`src/rtl/frame_config_pkg.sv`:
```
// Shared types and header-field layout for the frame configuration sequencer.
// Used by the top-level sequencer and the strobe decoder.
package frame_config_pkg;

  typedef enum logic [2:0] {
    ST_IDLE,
    ST_HEADER,
    ST_DATA,
    ST_CHECK,
    ST_STROBE
  } state_t;

  localparam logic [31:0] SYNC_WORD_DEFAULT = 32'hFAB0_FAB1;

  localparam int DESYNC_BIT = 31;
  localparam int COL_LSB    = 12;
  localparam int COL_W      = 8;
  localparam int FRAME_LSB  = 0;
  localparam int FRAME_W    = 5;

  // A header is unusable when it addresses a column or frame that does not exist.
  function automatic logic hdr_bad(input logic [31:0] hdr,
                                   input int num_cols,
                                   input int max_frames);
    return (int'(hdr[COL_LSB +: COL_W]) >= num_cols) ||
           (int'(hdr[FRAME_LSB +: FRAME_W]) >= max_frames);
  endfunction

endpackage

```
`src/rtl/frame_strobe_decoder.sv`:
```
// Combinational one-hot decode of (col, frame) into the flat FrameStrobe vector.
// Out-of-range addresses or en=0 produce an all-zero vector.
module frame_strobe_decoder
  import frame_config_pkg::*;
#(
  parameter int NumColumns      = 16,
  parameter int MaxFramesPerCol = 20
) (
  input  logic [COL_W-1:0]                      col,
  input  logic [FRAME_W-1:0]                    frame,
  input  logic                                  en,
  output logic [NumColumns*MaxFramesPerCol-1:0] strobe
);

  localparam int SW = NumColumns * MaxFramesPerCol;

  logic [15:0] idx;
  logic        in_range;

  always_comb begin
    idx      = 16'(col) * 16'(MaxFramesPerCol) + 16'(frame);
    in_range = (int'(col) < NumColumns) && (int'(frame) < MaxFramesPerCol);
    strobe   = '0;
    if (en && in_range) begin
      strobe = SW'(1) << idx;
    end
  end

endmodule

```
`src/rtl/frame_config_sequencer.sv`:
```
// Bitstream-to-frame sequencer: hunts for sync, parses header/data packets, strobes one frame.
// Optional build macro CONFIG_CRC_EN adds an XOR check word after the data words.
//
// state     | meaning
// ----------+--------------------------------------------------------------
// ST_IDLE   | discarding words until SYNC_WORD is accepted
// ST_HEADER | waiting for a header word (bit 31 set = desync back to IDLE)
// ST_DATA   | writing NumRows data words into FrameData rows 0..NumRows-1
// ST_CHECK  | (CONFIG_CRC_EN only) comparing the check word with the XOR of data
// ST_STROBE | single cycle, Ready=0, FrameStrobe pulses unless packet is bad
module frame_config_sequencer
  import frame_config_pkg::*;
#(
  parameter int          MaxFramesPerCol = 20,
  parameter int          FrameBitsPerRow = 32,
  parameter int          NumRows         = 16,
  parameter int          NumColumns      = 16,
  parameter logic [31:0] SYNC_WORD       = SYNC_WORD_DEFAULT
) (
  input  logic                                  CLK,
  input  logic                                  RESET,
  input  logic [31:0]                           WriteData,
  input  logic                                  WriteStrobe,
  output logic                                  Ready,
  output logic [NumRows*FrameBitsPerRow-1:0]    FrameData,
  output logic [NumColumns*MaxFramesPerCol-1:0] FrameStrobe,
  output logic                                  ConfigBusy,
  output logic                                  ConfigDone,
  output logic                                  ConfigError
);

  localparam int ROW_W = (NumRows > 1) ? $clog2(NumRows) : 1;

  state_t                                      state_q, state_d;
  logic [COL_W-1:0]                            col_q;
  logic [FRAME_W-1:0]                          frame_q;
  logic                                        bad_q, bad_d;
  logic [ROW_W-1:0]                            row_cnt_q;
  logic [NumRows-1:0][FrameBitsPerRow-1:0]     rows_q;
  logic [NumColumns*MaxFramesPerCol-1:0]       strobe_q, strobe_d;
  logic                                        done_q, error_q;
  logic                                        accept, is_sync, is_desync, last_row;
`ifdef CONFIG_CRC_EN
  logic [31:0]                                 crc_q;
`endif

  assign Ready       = (state_q != ST_STROBE);
  assign accept      = WriteStrobe && Ready;
  assign is_sync     = (WriteData == SYNC_WORD);
  assign is_desync   = WriteData[DESYNC_BIT];
  assign last_row    = (row_cnt_q == ROW_W'(NumRows - 1));

  assign FrameData   = rows_q;
  assign FrameStrobe = strobe_q;
  assign ConfigBusy  = (state_q != ST_IDLE);
  assign ConfigDone  = done_q;
  assign ConfigError = error_q;

  always_comb begin
    state_d = state_q;
    bad_d   = bad_q;
    case (state_q)
      ST_IDLE: begin
        if (accept && is_sync) begin
          state_d = ST_HEADER;
        end
      end
      ST_HEADER: begin
        if (accept) begin
          if (is_desync) begin
            state_d = ST_IDLE;
          end else begin
            state_d = ST_DATA;
            bad_d   = hdr_bad(WriteData, NumColumns, MaxFramesPerCol);
          end
        end
      end
      ST_DATA: begin
        if (accept && last_row) begin
`ifdef CONFIG_CRC_EN
          state_d = ST_CHECK;
`else
          state_d = ST_STROBE;
`endif
        end
      end
`ifdef CONFIG_CRC_EN
      ST_CHECK: begin
        if (accept) begin
          state_d = ST_STROBE;
          bad_d   = bad_q || (WriteData != crc_q);
        end
      end
`endif
      ST_STROBE: begin
        state_d = ST_HEADER;
      end
      default: begin
        state_d = ST_IDLE;
      end
    endcase
  end

  // Decoded one cycle early so the registered strobe lines up with ST_STROBE.
  frame_strobe_decoder #(
    .NumColumns      (NumColumns),
    .MaxFramesPerCol (MaxFramesPerCol)
  ) u_strobe_dec (
    .col    (col_q),
    .frame  (frame_q),
    .en     ((state_d == ST_STROBE) && !bad_d),
    .strobe (strobe_d)
  );

  always_ff @(posedge CLK) begin
    if (RESET) begin
      state_q   <= ST_IDLE;
      col_q     <= '0;
      frame_q   <= '0;
      bad_q     <= 1'b0;
      row_cnt_q <= '0;
      rows_q    <= '0;
      strobe_q  <= '0;
      done_q    <= 1'b0;
      error_q   <= 1'b0;
`ifdef CONFIG_CRC_EN
      crc_q     <= '0;
`endif
    end else begin
      state_q  <= state_d;
      bad_q    <= bad_d;
      strobe_q <= strobe_d;
      if (state_q == ST_STROBE && bad_q) begin
        error_q <= 1'b1;
      end
      if (accept) begin
        case (state_q)
          ST_IDLE: begin
            if (is_sync) begin
              done_q  <= 1'b0;
              error_q <= 1'b0;
            end
          end
          ST_HEADER: begin
            if (is_desync) begin
              done_q <= 1'b1;
            end else begin
              col_q     <= WriteData[COL_LSB +: COL_W];
              frame_q   <= WriteData[FRAME_LSB +: FRAME_W];
              row_cnt_q <= '0;
`ifdef CONFIG_CRC_EN
              crc_q     <= '0;
`endif
            end
          end
          ST_DATA: begin
            // Bad packets are still consumed so the stream stays aligned.
            if (!bad_q) begin
              rows_q[row_cnt_q] <= WriteData;
            end
            row_cnt_q <= row_cnt_q + ROW_W'(1);
`ifdef CONFIG_CRC_EN
            crc_q     <= crc_q ^ WriteData;
`endif
          end
          default: begin
          end
        endcase
      end
    end
  end

endmodule

```
`config.mk`:
```
export PLATFORM = sky130hd
export DESIGN_NAME = frame_config_sequencer
export DESIGN_NICKNAME = d
export VERILOG_FILES = /design/src/rtl/frame_config_pkg.sv /design/src/rtl/frame_strobe_decoder.sv /design/src/rtl/frame_config_sequencer.sv
export SDC_FILE = /design/constraint.sdc
export NUM_CORES = 2
export LEC_CHECK = 0
export BUFFER_PORTS_ARGS = -buffer_cell sky130_fd_sc_hd__buf_2
export CAP_MARGIN = 20
export CORE_AREA = 2 2 339 341
export CTS_CLUSTER_SIZE = 14
export DETAILED_ROUTE_END_ITERATION = 6
export DIE_AREA = 0 0 341 343
export SYNTH_ARGS = -nofsm -noshare
export SYNTH_HDL_FRONTEND = slang
export SYNTH_SLANG_ARGS = --single-unit
export TNS_END_PERCENT = 10
```
`constraint.sdc`:
```
create_clock -name CLK -period 3.4 [get_ports CLK]
set_clock_uncertainty 0.2 [all_clocks]
set_input_delay 0.17 -clock CLK [delete_from_list [all_inputs] [get_ports CLK]]
set_output_delay 0.17 -clock CLK [all_outputs]
set_load 0.03 [all_outputs]
```
Word-level counts from Yosys, hierarchy flattened
Index checks and enable logic that the tools add are counted.
{ "word_totals": {"regBits": 855, "output_inout_bits": 836} }
{ "classes": {"magnitude_cmp": 6, "n_addsub": 2, "bitwise": 3, "n_eq_ne": 10, "mux": 20, "reduce_logical": 19, "mul": 1, "n_shift": 1} }
{ "ops": {"columns": ["cell", "count"], "rows": [
  ["512-bit bitwise mux", 1],
  ["1-bit by 16-bit left shift with 320-bit output (first input constant)", 1],
  ["32-bit demux with 4-bit select", 1],
  ["32-bit == test (second input constant)", 1],
  ["32-bit two-way mux", 1],
  ["13-bit by 5-bit adder with 14-bit output", 1],
  ["3-bit one-hot mux with 4 select lines", 1],
  ["8-bit by 3-bit multiplier with 11-bit output (second input constant)", 1],
  ["1-bit two-way mux", 9],
  ["3-bit two-way mux", 3],
  ["3-bit AND reduction", 3],
  ["8-bit by 5-bit >= comparator with 1-bit output (second input constant)", 1],
  ["1-bit logical AND", 8],
  ["8-bit by 5-bit < comparator with 1-bit output (second input constant)", 1],
  ["4-bit one-hot mux with 2 select lines", 1],
  ["3-bit == test (second input constant)", 2],
  ["2-bit inequality test (second input constant)", 3],
  ["5-bit >= comparator (second input constant)", 1],
  ["4-bit by 5-bit < comparator with 1-bit output (second input constant)", 1],
  ["5-bit < comparator (second input constant)", 1],
  ["4-bit by 1-bit adder with 4-bit output (second input constant)", 1],
  ["4-bit == test (second input constant)", 1],
  ["4-bit by 1-bit >= comparator with 1-bit output (second input constant)", 1],
  ["4-bit two-way mux", 1],
  ["13 further kinds", 16]
]} }

Depth between registers and ports, before layout
{ "depth": {"word_depth": 10, "depth_mapped": 13, "ltp_nobuf": 10} }

Hierarchy
A second synthesis with hierarchy kept.
{ "unflattened": {"hier_cells": 3728, "hier_area_um2": 31162.4} }
{ "modules_own_cells": {"columns": ["module", "cells_each", "area_each_um2", "instances"], "rows": [
  ["frame_config_sequencer", 3124, 27840.5, 1],
  ["frame_strobe_decoder", 604, 3321.9, 1]
]} }

Worst setup path before layout
Ideal clock, no wire load.
{ "synth_path": {"path_kind": "register -> register", "startpoint": "reg col_q[1]", "endpoint": "reg strobe_q[316], in the netlist FrameStrobe[316]", "t_required_ps": 3108, "arrival_time_ps": 3117, "path_stages_with_launch": 12, "period_less_slack_ps": 3409, "setup_slack_ps": -9, "n_path_buf": 1, "setup_time_ps": 92, "path_cell_list": "dfxtp_1 > ha_1 > ha_1 > inv_1 > fa_1 > nand2b_1 > nor3_1 > nand3_1 > nor4_4 > o21ai_4 > buf_6 > nor4_1"} }
{ "synth_between": {"elab_chain_cells": 5} }
{ "synth_rtl": {"columns": ["element", "line", "source"], "rows": [
  ["start: declaration", "frame_config_sequencer.sv:35", "logic [COL_W-1:0] col_q;"],
  ["start signal: assignment", "frame_config_sequencer.sv:148", "col_q <= WriteData[COL_LSB +: COL_W];"],
  ["parallel branches: the longest is 5 deep, another holds 13-bit by 5-bit adder with 14-bit output", null, null],
  ["end signal: assignment", "frame_config_sequencer.sv:132", "strobe_q <= strobe_d;"],
  ["end: declaration", "frame_config_sequencer.sv:40", "logic [NumColumns*MaxFramesPerCol-1:0] strobe_q, strobe_d;"]
]} }
Several ways; the timed one is not identified.
A chain may end at the register's enable or synchronous reset.

Final worst setup path
{ "layout_path": {"startpoint": "reg col_q[3]", "endpoint": "reg strobe_q[296], in the netlist FrameStrobe[296]"} }
The elaborated chain is that of the path after synthesis.

==> flow_summary.ini <==
[power_and_ir_drop]
power.leakage_nw = 16.3
p_per_area_nw_per_um2 = 525
vdd_drop_max_uv = 354

[finish]
num-fill-cells = 11697
finalInstanceArea_sq_um = 39800
layout_commonest_cell = nand2_1
final_core_util = 0.351
final_cell_mix = nand2_1, buf_2, dfxtp_1, a21oi_1, nor3_1
final_cell_count_no_fill = 5839
fin_nets = 4315
areaGrowthSynthToFinish_pct = 37.0
drive_gt1_frac = 0.304

[drt]
first_iter_violations = 1953
wl_per_cell_microns = 22.5
route.detailed.drc = 0
vias_per_cell = 4.77
dr.pass1.iters = 6
dr_total_vias = 27844
routed_wl_microns = 131000
antenna_left = 0

[floorplan]
fp.dieH_microns = 343
die_width_microns = 341
pin_count = 871
core-area_sq_um = 113000
die_area_sq_um = 117000
rows = 124
initial_core_util = 0.256

[logic_synthesis]
async_flop_share = 0
yosysSeqAreaShare = 0.589
yosys_warnings = 0
synth_edf_count = 0
netlist_top_cells_area = dfxtp_1, nand2_1, a21oi_1, clkbuf_1, nor4_1
syn_avg_cell_area_sq_um = 8.52
synth_top_area_frac = 0.589
synthCells = 3410
synth_ff_type = dfxtp_1
syn_nets = 3466
synth_top_area_cell = dfxtp_1
ys_ff_latch = 855
synth.distinct_cells = 67
syn-cell-area_sq_um = 29000

[worst_setup_path]
rrSetupSlack_ps = 40
worstSetupEndpoint = FrameStrobe[296]$_SDFF_PP0_
cpPeakStageDelay_ps = 540
crit_arrival_ps = 3730
setup.worst_path.start = col_q[3]$_SDFFE_PP0P_
r2r_end = FrameStrobe[296]$_SDFF_PP0_
endpoint_kind = flop
critical_path_class = reg2reg
crit_fanout = 8
r2r-start = col_q[3]$_SDFFE_PP0P_
reg2reg_depth = 11
cp.required_ps = 3770
worstPathCellList = ha_1 > ha_2 > inv_1 > fa_2 > nand2b_4 > nor3_4 > or4_1 > a21oi_4 > buf_4 > o211ai_4 > nor4_2
slowest_stage = or4_1
worstSetupStartpointType = flop

[cts]
insertion_delay_ps = 660
cts_made_buffers = 92
clkSinkCount = 855
h-tree-depth = 3
cts_tree = done
clockBufferDepth = 3
cts.clk_slew.worst_paths_ps = 70
cts_root_buf = clkbuf_16

[sta]
fin_crit_sh = 0.988
layout_min_cycle_time_ps = 3360
setup_viol = 0
tightestPinTransition_ps = 1390
timing.fmax_ghz = 0.298
final-max-slew-violation-count = 0
rsz0062_at_grt = true
hold_viol_final = 0
finalHoldWorstSlack_ps = 250
setup_ws_ps = 40.5
slew_headroom = 0.0763

[place]
hpwl_microns = 88700
place_area_sq_um = 35800
portBuffers = 870
place.gp.congestion = 0.856
pre_cts_ws_ps = -55.7
place_inst = 5620

[run_status]
status = finished clean

[global_route]
grt_overflow_total = 0
grt_pass1_wl_microns = 181000
antenna_found_initial = 1
grt_max_degree = 212
grt_util_all_layers = 0.210
grt_pass1_vias = 25800

[worst_hold_path]
hp-start = FrameData[125]$_SDFFE_PP0P_
hp-class = reg2reg

[flow_run]
cap_violations = 0
-- worst min path at each step --
| stage | to | slack (ps) | cells after the start |
|---|---|---|---|
| floorplan | state_q[2]$_SDFF_PP0_ | 180 | 2 |
| global placement | FrameData[28]$_SDFFE_PP0P_ | 240 | 2 |
| detailed placement | FrameData[118]$_SDFFE_PP0P_ | 240 | 2 |
| CTS | FrameData[97]$_SDFFE_PP0P_ | 250 | 2 |
| global route | FrameData[494]$_SDFFE_PP0P_ | 270 | 2 |
| finish | FrameData[125]$_SDFFE_PP0P_ | 250 | 2 |
-- area by class of cell --
class                   instances  area, sq um  area share
repair buffers               1073         6430       0.162
diodes                          1         2.50   0.0000629
well taps                    1512         1890      0.0476
flip-flops and latches        855        17100       0.430
clock buffers                 129         2690      0.0677
multi-input cells            2231        11200       0.281
clock inverters                32          449      0.0113
inverters                       6         22.5    0.000566
-- per-stage QoR --
stage | setup TNS, ps | power [mW]
after floorplan | 0 | 10.4
after global placement | -145 | 10.7
after detailed placement | -358 | 10.7
after CTS | -51.8 | 21.1
after global routing | -641 | 21.5
final | 0 | 20.9
-- flip-flops by register name, summed over array words and instances (netlist names) --
signal,count
FrameStrobe,320
state_q,3
col_q,8
bad_q,1
frame_q,5
FrameData,512
row_cnt_q,4
ConfigDone,1
ConfigError,1
-- cell families after synthesis --
group	synth area share
flip-flops	0.589
multiplexers	0.000689
buffers and inverters	0.0443
AO/OA/AOI/OAI	0.109
adder cells (fa/ha/maj)	0.00956
XOR/XNOR	0.00435
AND/OR/NAND/NOR	0.243
-- timing repair --
| item | 4_1_cts | 5_1_grt |
|---|---|---|
| setup buffers | 2 | 13 |
| hold endpoints to repair | 524 | 0 |
| pin swaps | 1 | 13 |
| endpoints found under the setup margin | 22 | 281 |
| hold buffers | 37 | 0 |
| cloned | 0 | 5 |
| resized for setup | 8 | 47 |
-- cell usage after synthesis, drive strengths merged (2+ instances only) --
cell / instances
nand2: 1094
dfxtp: 855
a21oi: 540
clkbuf: 283
nor4: 162
nor3: 152
nor2: 79
nand3: 42
buf: 38
o21ai: 26
ha: 19
nand2b: 10
nand4b: 8
o2111ai: 8
nor2b: 7
or3: 7
and2: 6
inv: 6
nand4: 6
or2: 6
or4: 6
xnor2: 6
xor2: 5
o211ai: 4
o22ai: 4
a211o: 3
a211oi: 3
nand4bb: 3
and3: 2
fa: 2
mux2i: 2
nor4b: 2
-- metal layers --
metal  routed length [microns]  part of all wire  vias to the layer above  global-route usage
met2                     66100              0.50                     1302               0.376
met3                     10700             0.082                      228              0.0511
met5                         0                 0                        -                   0
met4                      4690             0.036                        0              0.0779
li1                          -                 -                    13042                   -
met1                     49700              0.38                    13272               0.241
-- where the power goes --
group | switching, mW | internal [mW]
sequential | 0.0000000000191 | 10.0
clock | 4.33 | 6.09
combinational | 0.372 | 0.0776
total | 4.70 | 16.2
-- worst max-delay path, delay by kind of cell, from the launching register on --
family,cells,cell delay [ps]
buffers and inverters,2,290
DFF,1,320
adders and majority gates,3,970
and+or+nand+nor,4,1080
AOI/OAI and AO/OA,2,390
No activity file was read; power rests on OpenSTA's default activity.
